`src/rtl/demux4_4bit.sv`:
```
// Registered 1-to-4 demultiplexer with per-channel one-entry holding registers and
// valid/ready handshakes; a broadcast mode writes all four channels together.

// Two-to-four one-hot decoder used to derive the channel enables from s.
module demux4_dec2to4 (
  input  logic [1:0] sel,
  output logic [3:0] onehot
);
  always_comb begin
    onehot = 4'b0000;
    onehot[sel] = 1'b1;
  end
endmodule

// One storage bit: a 2:1 hold/load mux feeding a D flip-flop with synchronous reset.
module demux4_bit_cell (
  input  logic clk,
  input  logic rst_n,
  input  logic load,
  input  logic d,
  output logic q
);
  logic q_next;

  // NOTE: give a combinational output a value on every path (here in one
  // expression) so no latch is inferred.
  always_comb q_next = load ? d : q;

  // NOTE: flops use non-blocking assignments so every register samples the
  // values from before the edge, independent of block ordering.
  always_ff @(posedge clk) begin
    if (!rst_n) q <= 1'b0;
    else        q <= q_next;
  end
endmodule

// One output channel: WIDTH data cells plus the valid (FULL/EMPTY) flag.
module demux4_channel #(
  parameter int WIDTH = 4
) (
  input  logic             clk,
  input  logic             rst_n,
  input  logic             load,
  input  logic [WIDTH-1:0] d,
  input  logic             ready,
  output logic [WIDTH-1:0] data,
  output logic             valid
);
  logic valid_next;

  for (genvar b = 0; b < WIDTH; b++) begin : g_bit
    demux4_bit_cell u_cell (
      .clk   (clk),
      .rst_n (rst_n),
      .load  (load),
      .d     (d[b]),
      .q     (data[b])
    );
  end

  // A push keeps the channel full even when the old beat is popped in the
  // same cycle; otherwise a pop empties it and the data bits simply hold.
  always_comb valid_next = load | (valid & ~ready);

  always_ff @(posedge clk) begin
    if (!rst_n) valid <= 1'b0;
    else        valid <= valid_next;
  end
endmodule

module demux4_4bit #(
  parameter int WIDTH = 4
) (
  input  logic             clk,
  input  logic             rst_n,
  input  logic [WIDTH-1:0] in,
  input  logic [1:0]       s,
  input  logic             bcast,
  input  logic             in_valid,
  output logic             in_ready,
  output logic [WIDTH-1:0] out0,
  output logic [WIDTH-1:0] out1,
  output logic [WIDTH-1:0] out2,
  output logic [WIDTH-1:0] out3,
  output logic [3:0]       out_valid,
  input  logic [3:0]       out_ready
);
  logic [3:0]       sel_onehot;
  logic [3:0]       chan_en;
  logic [3:0]       acc;
  logic [3:0]       load;
  logic             push;
  logic [WIDTH-1:0] data [4];

  demux4_dec2to4 u_dec (
    .sel    (s),
    .onehot (sel_onehot)
  );

  // in_ready is built only from s, bcast and the channel handshake state, so
  // there is no path from in_valid back to in_ready.
  always_comb begin
    chan_en  = sel_onehot | {4{bcast}};
    acc      = ~out_valid | out_ready;
    in_ready = bcast ? (&acc) : (|(sel_onehot & acc));
    push     = in_valid & in_ready;
    load     = chan_en & {4{push}};
  end

  for (genvar k = 0; k < 4; k++) begin : g_chan
    demux4_channel #(.WIDTH(WIDTH)) u_chan (
      .clk   (clk),
      .rst_n (rst_n),
      .load  (load[k]),
      .d     (in),
      .ready (out_ready[k]),
      .data  (data[k]),
      .valid (out_valid[k])
    );
  end

  assign out0 = data[0];
  assign out1 = data[1];
  assign out2 = data[2];
  assign out3 = data[3];
endmodule

```
`config.mk`:
```
export PLATFORM = sky130hd
export DESIGN_NAME = demux4_4bit
export DESIGN_NICKNAME = d
export VERILOG_FILES = /design/src/rtl/demux4_4bit.sv
export SDC_FILE = /design/constraint.sdc
export NUM_CORES = 1
export LEC_CHECK = 0
export CAP_MARGIN = 20
export CORE_MARGIN = 2
export CORE_UTILIZATION = 40
export DETAILED_ROUTE_END_ITERATION = 10
export GPL_TIMING_DRIVEN = 0
export PLACE_DENSITY = 0.71
export SLEW_MARGIN = 25
export SYNTH_ARGS = -nofsm -noshare
export SYNTH_HDL_FRONTEND = slang
export SYNTH_SLANG_ARGS = --single-unit
export TNS_END_PERCENT = 10
```
`constraint.sdc`:
```
create_clock -name clk -period 2.6 [get_ports clk]
set_input_delay 0.65 -clock clk [delete_from_list [all_inputs] [get_ports clk]]
set_output_delay 0.65 -clock clk [all_outputs]
set_load 0.02 [all_outputs]
```
==> metrics <==
share of post-route cells with drive strength above 1 between 20% and 30%; Yosys reg bits 20; worst hold-check path type reg -> reg; Ports 35; CP Class in -> out; Cell Count, Final, Fillers Out about 180; reg-to-reg endpoint g_chan[0].u_chan.g_bit[3].u_cell.q; DP HPWL 1.76 mm; Cell Area, Synth 0.00104 sq mm; row cnt 18; Post-CTS Hold Fix Bufs 0; drt pass-1 iters 4; clk_lat worst skew 0.30 ns; initial detailed-routing violation count 4; synth top area cells dfxtp_1 (38%), buf_4 (15%), mux2i_1 (12%); Total Wirelength roughly 2.3 mm; crit-path max FO 3; die height between 50 and 60 um; crit-path max cell delay slightly below 0.5 ns; ant diodes 0; WP data required 1.95 ns; Leak 0.625 nW; Post-Syn Instances 113; synth unique cells 28; most common cell in the netlist buf_4; Root Buffer clkbuf_4; initial antenna violation count 0; R2R cell count 5; residual DRC count 0; leading area contributor after synthesis dfxtp_1; synthesized area per cell just over 9 sq um; dominant synthesized flop cell dfxtp_1; CTS buffer count 3; Tmin final 2.56 ns; htree depth 1; r2r startpoint g_chan[3].u_chan.valid; Fin Hold WS roughly 0.46 ns; core area 0.00248 sq mm; Max Cap Violations 0; status complete, no violations; area grow syn2layout 41.9%; pin count of the biggest net entering global routing 12; CTS Buffer Depth 2; Clock Skew 0.00846 ns; CP Capture Type output pin; via count of the first global-routing pass 851; CTS tree done; Final ANT Viol Nets 0; IO Port Bufs 33; Overflow after GRT 0; die width approximately 55 um; Vias/cell 4.82; Pins Over Slew Limit 0; CTS clk-pin slew, worst paths between 0.1 and 0.15 ns; maximum vdd drop 0.291 mV; CP Capture Point in_ready; RSZ-0062 raised after global routing no; slowest CP cell clkdlybuf4s50_1; GP Congestion slightly below 0.8; initial core utilization 42.1%; top post-synthesis cells by count buf_4 (21), dfxtp_1 (20), nand2_1 (17), mux2i_1 (12), a21oi_1 (6); dpl cells 176; Max Fclk 0.391 GHz; max-slew headroom at the worst pin 72.5%; via count 882; worst slew pin tran around 0.41 ns; final critical-path share of the clock period 98.4%; number of flops mapped to enable cells by yosys 0; CP cell instances clkdlybuf4s50_1, nor2b_2, o41a_1, o22ai_1, buf_4; ys async rst share 0%; CP arrival between 1.5 and 2 ns; Synthesized Nets 127; CTS sink count 20; CP startpoint out_ready[1]; first-pass GRT wire length between 3 and 4 mm; total track usage 16.9%; full die area 0.00303 sq mm; crit start category input pin; Wirelength per Cell 12.4 um; Synth Warn # 0; pwr dens 494 mW/mm^2; nets 168; register area share after synthesis between 30% and 40%; Fin. Hold Viols 0; top-area cell type share of the netlist area 38.4%; fillcell total 234; r2r setup slk about 1.1 ns; final setup vio count 0
-- through the flow --
step / cell area (sq um) / setup WS, ns / total power, mW / setup TNS [ns] / util (%)
6_report: 1480 / 0.0415 / 0.731 / 0 / 59.7
5_1_grt: 1480 / 0.00319 / 0.767 / 0 / 59.7
4_1_cts: 1470 / 0.0321 / 0.738 / 0 / 59.2
3_5_place_dp: 1410 / -0.644 / 0.553 / -0.644 / 56.9
3_3_place_gp: 1410 / -0.630 / 0.548 / -0.630 / 56.9
2_1_floorplan: 1040 / 0.308 / 0.472 / 0 / -
-- routing by layer --
layer	part of all wire, %	wire, um	track usage (%)
met1	44	995	19.9
met2	50	1130	30.6
met3	5.3	121	2.96
met4	1.2	27	6.10
met5	0	0	0
-- worst max-delay path, delay by kind of cell --
kind	cells	cell delay [ns]
buffers and inverters	2	0.66
AOI/OAI and AO/OA	2	0.51
and+or+nand+nor	1	0.08
-- power breakdown --
group          switching [mW]  total (mW)  internal, mW
sequential             0.0109       0.338         0.327
clock                  0.0958       0.181        0.0855
combinational          0.0961       0.212         0.116
-- layout make-up --
type | count | area, sq um | share of cell area (%)
clock buffer | 4 | 36.3 | 2.45
sequential | 20 | 400 | 27.1
buffer | 23 | 173 | 11.7
tap | 30 | 37.5 | 2.54
inverter | 2 | 7.51 | 0.508
timing repair buffer | 36 | 344 | 23.3
multi-input combinational | 68 | 480 | 32.5
-- worst min-delay path by stage --
stage	from	depth (start not counted)	endpoint
CTS	g_chan[2].u_chan.g_bit[1].u_cell.q	2	g_chan[2].u_chan.g_bit[1].u_cell.q
global placement	g_chan[1].u_chan.g_bit[0].u_cell.q	2	g_chan[1].u_chan.g_bit[0].u_cell.q
floorplan	g_chan[1].u_chan.g_bit[0].u_cell.q	2	g_chan[1].u_chan.g_bit[0].u_cell.q
global route	g_chan[1].u_chan.g_bit[2].u_cell.q	2	g_chan[1].u_chan.g_bit[2].u_cell.q
finish	g_chan[2].u_chan.g_bit[1].u_cell.q	2	g_chan[2].u_chan.g_bit[1].u_cell.q
detailed placement	g_chan[1].u_chan.g_bit[2].u_cell.q	2	g_chan[1].u_chan.g_bit[2].u_cell.q
-- sequential cells by signal (all words and copies together) (netlist names) --
signal,count
g_chan.u_chan.g_bit.u_cell.q,16
g_chan.u_chan.valid,4
-- kinds of logic after synthesis --
group,synth area share (%)
simple gates,19.0
buf+inv,17.3
flops,38.4
compound gates,13.8
mux,11.5
-- what timing repair did --
action	4_1_cts	5_1_grt
gates resized for setup	15	2
gates cloned	0	0
setup endpoints to repair	1	1
setup buffers	2	1
pin swaps	2	1
-- layout by cell type, fill, tap and decap left out, drive strengths merged, types with 4 or more instances in the layout --
| master | n |
|---|---|
| clkdlybuf4s50 | 27 |
| nand3 | 5 |
| dlygate4sd2 | 5 |
| nand2 | 18 |
| dfxtp | 20 |
| o21ai | 4 |
| a21oi | 6 |
| clkbuf | 5 |
| buf | 26 |
| mux2i | 12 |
No activity file was read; power rests on OpenSTA's default activity.
